--- src/rtl/ro_puf_pkg.sv ---
// ============================================================================
// Module  : ro_puf_pkg
// Brief   : Shared types, default widths and timing helper for the RO-PUF
//           measurement sequencer.
// Revision: 1.0 - initial release
// ============================================================================
`default_nettype none

package ro_puf_pkg;

  typedef enum logic [2:0] {
    S_IDLE   = 3'd0,
    S_CLEAR  = 3'd1,
    S_RUN    = 3'd2,
    S_SETTLE = 3'd3,
    S_SAMPLE = 3'd4,
    S_DONE   = 3'd5
  } ro_puf_state_t;

  localparam int RO_SEL_W = 4;
  localparam int RO_CNT_W = 8;

  // One response bit costs CLEAR + window + settle + SAMPLE cycles.
  function automatic int ro_puf_period(input int window, input int settle);
    return window + settle + 2;
  endfunction

endpackage

`default_nettype wire

--- src/rtl/ro_puf_win_timer.sv ---
// ============================================================================
// Module  : ro_puf_win_timer
// Brief   : Loadable down-counter; done is high while the count is zero.
// Revision: 1.0 - initial release
// ============================================================================
`default_nettype none

module ro_puf_win_timer #(
  parameter int W = 4
) (
  input  logic         clk,
  input  logic         rst,
  input  logic         load,
  input  logic [W-1:0] load_val,
  output logic         done
);

  logic [W-1:0] cnt;

  always_ff @(posedge clk or posedge rst) begin
    if (rst) begin
      cnt <= '0;
    end else if (load) begin
      cnt <= load_val;
    end else if (cnt != '0) begin
      cnt <= cnt - W'(1);
    end
  end

  assign done = (cnt == '0);

endmodule

`default_nettype wire

--- src/rtl/ro_puf_ctrl.sv ---
// ============================================================================
// Module  : ro_puf_ctrl
// Brief   : Cycle-counted RO-PUF measurement sequencer (clear/run/settle/sample
//           per response bit, then a valid/ready response handshake).
// Revision: 1.0 - initial release
// ============================================================================
`default_nettype none

module ro_puf_ctrl
  import ro_puf_pkg::*;
#(
  parameter int N_BITS = 8,
  parameter int SEL_W  = RO_SEL_W,
  parameter int CNT_W  = RO_CNT_W,
  parameter int WINDOW = 1024,
  parameter int SETTLE = 4
) (
  input  logic              clk,
  input  logic              rst,
  input  logic              start,
  input  logic              abort,
  input  logic [SEL_W-1:0]  challenge,
  input  logic [CNT_W-1:0]  count1,
  input  logic [CNT_W-1:0]  count2,
  input  logic              resp_ready,
  output logic [SEL_W-1:0]  sel,
  output logic              cnt_clr,
  output logic              ro_en,
  output logic              busy,
  output logic [N_BITS-1:0] resp,
  output logic              resp_valid
);

  localparam int TMAX = (WINDOW > SETTLE) ? WINDOW : SETTLE;
  localparam int TW   = $clog2(TMAX + 1);
  localparam int IW   = (N_BITS > 1) ? $clog2(N_BITS) : 1;

  localparam logic [TW-1:0] WIN_LOAD = TW'(WINDOW - 1);
  localparam logic [TW-1:0] SET_LOAD = TW'(SETTLE - 1);
  localparam logic [IW-1:0] LAST_IDX = IW'(N_BITS - 1);

  ro_puf_state_t state, next_state;
  logic [IW-1:0] idx;
  logic          tmr_load;
  logic [TW-1:0] tmr_val;
  logic          tmr_done;
  logic          abort_hit;

  assign abort_hit = abort && (state != S_IDLE);

  ro_puf_win_timer #(.W(TW)) u_timer (
    .clk      (clk),
    .rst      (rst),
    .load     (tmr_load),
    .load_val (tmr_val),
    .done     (tmr_done)
  );

  always_ff @(posedge clk or posedge rst) begin
    if (rst) state <= S_IDLE;
    else     state <= next_state;
  end

  // The timer is loaded on the edge entering RUN/SETTLE so its first
  // in-state value is LOAD, giving exactly LOAD+1 cycles before done.
  always_comb begin
    next_state = state;
    tmr_load   = 1'b0;
    tmr_val    = WIN_LOAD;
    unique case (state)
      S_IDLE:   if (start) next_state = S_CLEAR;
      S_CLEAR: begin
        next_state = S_RUN;
        tmr_load   = 1'b1;
      end
      S_RUN: if (tmr_done) begin
        next_state = S_SETTLE;
        tmr_load   = 1'b1;
        tmr_val    = SET_LOAD;
      end
      S_SETTLE: if (tmr_done) next_state = S_SAMPLE;
      S_SAMPLE: next_state = (idx == LAST_IDX) ? S_DONE : S_CLEAR;
      S_DONE:   if (resp_ready) next_state = S_IDLE;
      default:  next_state = S_IDLE;
    endcase
    if (abort_hit) next_state = S_IDLE;
  end

  // Outputs are decoded from next_state so they line up with the state register.
  always_ff @(posedge clk or posedge rst) begin
    if (rst) begin
      sel        <= '0;
      cnt_clr    <= 1'b0;
      ro_en      <= 1'b0;
      busy       <= 1'b0;
      resp       <= '0;
      resp_valid <= 1'b0;
      idx        <= '0;
    end else begin
      cnt_clr    <= (next_state == S_CLEAR);
      ro_en      <= (next_state == S_RUN);
      busy       <= (next_state != S_IDLE);
      resp_valid <= (next_state == S_DONE);
      if (abort_hit) begin
        resp <= '0;
        idx  <= '0;
      end else begin
        unique case (state)
          S_IDLE: if (start) begin
            resp <= '0;
            idx  <= '0;
            sel  <= challenge;
          end
          S_SAMPLE: begin
            resp[idx] <= (count1 > count2);
            if (idx != LAST_IDX) begin
              idx <= idx + IW'(1);
              sel <= sel + SEL_W'(1);
            end
          end
          default: ;
        endcase
      end
    end
  end

endmodule

`default_nettype wire

--- config.mk ---
export PLATFORM = sky130hd
export DESIGN_NAME = ro_puf_ctrl
export DESIGN_NICKNAME = d
export VERILOG_FILES = /design/src/rtl/ro_puf_pkg.sv /design/src/rtl/ro_puf_win_timer.sv /design/src/rtl/ro_puf_ctrl.sv
export SDC_FILE = /design/constraint.sdc
export NUM_CORES = 1
export LEC_CHECK = 0
export BUFFER_PORTS_ARGS = -buffer_cell sky130_fd_sc_hd__buf_2
export CELL_PAD_IN_SITES_DETAIL_PLACEMENT = 0
export CELL_PAD_IN_SITES_GLOBAL_PLACEMENT = 1
export CORE_UTILIZATION = 40
export CTS_CLUSTER_SIZE = 28
export DETAILED_ROUTE_END_ITERATION = 16
export PLACE_DENSITY = 0.78
export SLEW_MARGIN = 15
export SYNTH_ARGS = -nofsm -noshare
export SYNTH_HDL_FRONTEND = slang
export SYNTH_SLANG_ARGS = --single-unit
--- constraint.sdc ---
create_clock -name clk -period 8.1 [get_ports clk]
set_clock_uncertainty 0.1 [all_clocks]
set_input_delay 0.81 -clock clk [delete_from_list [all_inputs] [get_ports clk]]
set_output_delay 0.81 -clock clk [all_outputs]
set_load 0.05 [all_outputs]
After elaboration in Yosys (flattened, before gate mapping):

Index checks and enable logic that the tools add are counted.

* register bits after elaboration: 33
* input bits: 25
* output and inout bits: 16
* logic and storage cells: 69

* add/sub/neg operators: 3
* magnitude comparators: 3
* equal/unequal tests: 14
* muxes and demuxes: 26
* bitwise gates (word level): 1
* reductions and logical operators: 13

Operators by type and width (count)
* $mux W3: 9
* $mux W11: 2
* $mux W10: 2
* $pmux W3 S6: 1
* $mux W8: 2
* $pmux W8 S2: 1
* $eq A3 B3 Y1 const B: 4
* $logic_not A11 Y1: 1
* $reduce_bool A11 Y1: 1
* $sub A11 B1 Y11 const B: 1
* $eq A3 B2 Y1 const B: 3
* $ne A3 B3 Y1 const B: 3
* $reduce_bool A3 Y1: 3
* $bwmux W8: 1
* $gt A8 B8 Y1: 1
* $mux W4: 2
* $pmux W4 S2: 1
* $eq A3 B1 Y1 const B: 2
* $pmux W3 S2: 1
* $add A4 B1 Y4 const B: 1
* $lt A3 B4 Y1 const B: 1
* $ne A2 B2 Y1 const B: 2
* $reduce_and A4 Y1: 1
* $reduce_bool A2 Y1: 2
* 10 further kinds: 12

Depth between registers and ports, before layout:

* word-level depth: 7
* mapped depth: 8
* mapped depth without buffers: 7

Cells and area by module:

From an unflattened synthesis, not the netlist that was laid out.

* cells, all modules: 222
* area total of the unflattened synthesis: 2062.0 um^2

By module, submodules not included
* ro_puf_ctrl: instances 1, cells each 159, area each 1437.6 um^2, sequential area each 550.5 um^2
* ro_puf_win_timer: instances 1, cells each 63, area each 624.3 um^2, sequential area each 275.3 um^2

Worst setup path after synthesis:

No wires, ideal clock.

* path kind: reg2reg
* start point: register u_timer.cnt[0]
* end point: register busy
* arrival time: 2333 ps
* data required time: 7869 ps
* path slack: 5535 ps
* cell stages (with the launch flop): 8
* path through: dfrtp_1 -> inv_1 -> ha_1 -> or4b_4 -> nor4_4 -> mux2_4 -> and2b_1 -> or3_1

* word-level cells in the longest chain between the ends: 5
* elaborated cells between the ends (all ways): 6

RTL lines
* start, declared: RTL line ro_puf_win_timer.sv:18 `logic [W-1:0] cnt;`
* start signal, assigned: RTL line ro_puf_win_timer.sv:24 `cnt <= load_val;`
* start signal, assigned: RTL line ro_puf_win_timer.sv:26 `cnt <= cnt - W'(1);`
* $logic_not A11 Y1 *: RTL line ro_puf_win_timer.sv:30 `assign done = (cnt == '0);`
* $mux W3, on equally long branches: RTL line ro_puf_ctrl.sv:81, ro_puf_ctrl.sv:76
* $pmux W3 S6 *: RTL line ro_puf_ctrl.sv:70 `unique case (state)`
* $mux W3 *: RTL line ro_puf_ctrl.sv:86 `if (abort_hit) next_state = S_IDLE;`
* named net next_state[0]: RTL line ro_puf_ctrl.sv:42 `ro_puf_state_t state, next_state;`
* $reduce_bool A3 Y1 *: RTL line ro_puf_ctrl.sv:102 `busy <= (next_state != S_IDLE);`
* end signal, assigned: RTL line ro_puf_ctrl.sv:102
* end, declared: RTL line ro_puf_ctrl.sv:29 `output logic busy,`

The timed path passes the listed nets; every way through them passes the cells marked *.
A chain may end at the register's enable or synchronous reset.

Worst setup path after layout:

* start point: register u_timer.cnt[1]
* end point: register busy

The elaborated chain is that of the path after synthesis.

==> impl_metrics.csv <==
group,metric,value,unit
worst_setup_path,critPathKind,"reg2reg",
sta,setup_viol,0,
sta,finalHoldViolations,0,
yosys,yosys.area_share.simple,19.2,%
die,fp.dieH,72.3,µm
clocking,cts.clk_slew.worst_paths,0.06,ns
min_path,worst_hold_path.endpoint,"resp[2]$_DFFE_PP0P_",
routing,drc,0,
sta,fin_tns_setup,0,ns
cells_and_area,seq_area,826,µm²
sta,fin_crit_sh,36.6,%
pwr,peakVddDrop,0.000119,V
routing,wirelength,3990,µm
die,dieArea,5230,µm²
cells_and_area,fillCellCount,470,
sta,worst_pin_slew,0.697,ns
yosys,synth-seq-area-share,41.7,%
run_status,outcome,"completed",
global_route,grt_pass1_vias,1521,
worst_setup_path,critPathArrivalTime,3.02,ns
yosys,synthMuxAreaShare,3.35,%
global_route,grt_max_degree,34,
routing,drt_iter0_markers,68,
cells_and_area,num_antenna_cells,0,
pwr,powerDensity,235,nW/µm²
yosys,synth_compound_gate_area_share,19.3,%
worst_setup_path,worstPathRequired,8.16,ns
yosys,synth_ff_type,"dfrtp_1",
yosys,syn_area,1980,µm²
sta,slew_headroom,53.2,%
routing,wire_per_inst,12.8,µm
min_path,hold_depth,1,
clocking,clock_latency,0.28,ns
pwr,p_leak,0.00110,µW
yosys,synth_edf_count,0,
yosys,synth_cell_types,47,
placement,io_buffer_count,40,
routing,first_pass_iters,4,
sta,min_period,2.96,ns
yosys,yosys_register_bits,33,
clocking,clock_path_buffers,2,
worst_setup_path,reg2reg_depth,7,
min_path,hp-start,"resp[2]$_DFFE_PP0P_",
die,rows,25,
placement,dp_hpwl,2890,µm
global_route,gr-usage-all-layers,16.9,%
cells_and_area,multi_input_area,1050,µm²
routing,vias_per_cell,5.11,
yosys,synth_area_per_cell,9.52,µm²
cells_and_area,fin_cells,312,
yosys,syn-num-nets,245,
worst_setup_path,crit_path_end_kind,"flip-flop",
placement,placed_cells,306,
sta,slew_violations,0,
clocking,cts_tree,"yes",
worst_setup_path,rrSetupSlack,5.14,ns
die,boundaryPins,41,
global_route,grt_overflow,0,
clocking,cts_hold_buf,0,
min_path,worst_hold_path_type,"reg2reg",
cells_and_area,mostFrequentLayoutCell,"buf_2",
job,maxCapViolCount,0,
clocking,cts_made_buffers,5,
global_route,antenna_found_initial,0,
routing,num_vias,1595,
cells_and_area,layout-drive-gt1-share,24.5,%
worst_setup_path,worstPathMaxFanout,14,
sta,fmax,338,MHz
yosys,ys_warn_count,0,
placement,gp_congestion,0.736,
cells_and_area,final_cell_mix,"buf_2 (40), dfrtp_1 (33), nand2_1 (19)",
yosys,synthXorXnorAreaFrac,3.54,%
worst_setup_path,r2r_end,"busy$_DFF_PP0_",
die,initial_utilization,41.6,%
worst_setup_path,rr_startpoint,"u_timer.cnt[1]$_DFFE_PP0P_",
clocking,cts_root_buffer,"clkbuf_8",
die,die_w,72.3,µm
global_route,grt_pass1_wl,6850,µm
sta,rsz0062_at_grt,"false",
cells_and_area,syn_to_final_growth,16.4,%
clocking,cts_resized,0,
clocking,htree_levels,2,
clocking,post_cts_buffers,0,
yosys,synth_cells,208,
clocking,numClockSinks,33,
yosys,synth_top_family_by_area,"compound AO/OA/AOI/OAI gates",
yosys,async_flop_share,100,%
die,fp.coreArea,4750,µm²
yosys,synth_fa_ha_area_share,7.59,%
worst_setup_path,startpoint_type,"flip-flop",
routing,ant_nets,0,
cells_and_area,nets,283,
cells by family (layout without fill, tap and decap cells):
family | Yosys count | in the layout
simple gates | 69 | 69
compound gates | 53 | 53
flops | 33 | 33
buf+inv | 27 | 64
fa+ha+maj | 12 | 12
xor+xnor | 8 | 8
mux | 6 | 6
flip-flops by register name (all words and copies together), names as in the netlist:
signal	flops
state	3
sel	4
cnt_clr	1
resp_valid	1
resp	8
idx	3
busy	1
u_timer.cnt	11
ro_en	1
cell usage after synthesis (2+ instances only):
cell	count	share of area [%]
ha_1	12	7.6
nor2_1	13	2.5
nor2b_1	2	0.63
or3_1	2	0.63
o211ai_1	2	0.76
clkbuf_1	9	1.7
a31o_2	3	1.3
inv_1	17	3.2
o21ai_0	11	2.8
a32o_1	6	3.0
nand3_1	3	0.76
nand4_1	3	0.95
o21ai_1	2	0.51
o31ai_1	2	0.76
mux2i_1	4	2.0
a21oi_1	7	1.8
xor2_1	2	0.89
or3b_2	2	0.89
o21bai_1	3	1.1
nand2_1	19	3.6
nand2b_1	2	0.63
a22o_1	4	1.8
and3_1	3	0.95
dfrtp_1	33	42
xnor2_1	6	2.7
a21o_1	2	0.76
a31oi_1	4	1.3
a41oi_1	2	0.89
or4_1	2	0.76
nor3_1	9	2.3
final cells by class:
class	instances	share of cell area [%]
multi-input cells	148	45.5
flip-flops and latches	33	35.9
repair buffers	41	9.02
well taps	67	3.64
clock buffers	5	2.99
inverters	17	2.77
clock inverters	1	0.217
report_power, final:
part | switching (µW) | total [µW] | internal (µW) | leakage, µW
clock network | 54.3 | 111 | 56.4 | 0.0000399
registers | 33.5 | 226 | 193 | 0.000401
logic | 133 | 203 | 70.5 | 0.000655
total | 220 | 540 | 320 | 0.00110
worst max-delay path by stage:
stage | startpoint | endpoint | slack, ns | depth (start not counted)
floorplan | u_timer.cnt[0]$_DFFE_PP0P_ | busy$_DFF_PP0_ | 5.54 | 7
global placement | u_timer.cnt[0]$_DFFE_PP0P_ | busy$_DFF_PP0_ | 5.17 | 7
detailed placement | u_timer.cnt[0]$_DFFE_PP0P_ | busy$_DFF_PP0_ | 5.13 | 7
CTS | u_timer.cnt[1]$_DFFE_PP0P_ | busy$_DFF_PP0_ | 5.12 | 7
global route | u_timer.cnt[1]$_DFFE_PP0P_ | busy$_DFF_PP0_ | 4.96 | 7
finish | u_timer.cnt[1]$_DFFE_PP0P_ | busy$_DFF_PP0_ | 5.14 | 7
layer usage:
layer | part of all wire, % | GRT usage, % | vias up
met5 | 0 | 0 | -
met4 | 2.2 | 7.84 | 0
met3 | 3.6 | 4.31 | 8
met2 | 45 | 26.3 | 36
met1 | 49 | 22.1 | 729
li1 | - | - | 822
through the flow:
step,worst slack [ns],area [µm²],utilization [%],hold slack [ns],total power [µW]
2_1_floorplan,5.54,1980,-,0.422,384
3_3_place_gp,5.17,2230,46.9,0.390,430
3_5_place_dp,5.13,2230,46.9,0.402,433
4_1_cts,5.12,2300,48.4,0.416,547
5_1_grt,4.96,2300,48.4,0.421,580
6_report,5.14,2300,48.4,0.410,540
critical path: stages (launching register included):
cell and delay [ns]:
dfrtp_1 0.40, inv_1 0.08, ha_1 0.19, or4b_4 0.53, nor4_4 0.62, mux2_4 0.39
and2b_1 0.19, or3_1 0.33
No activity file was read; power rests on OpenSTA's default activity.
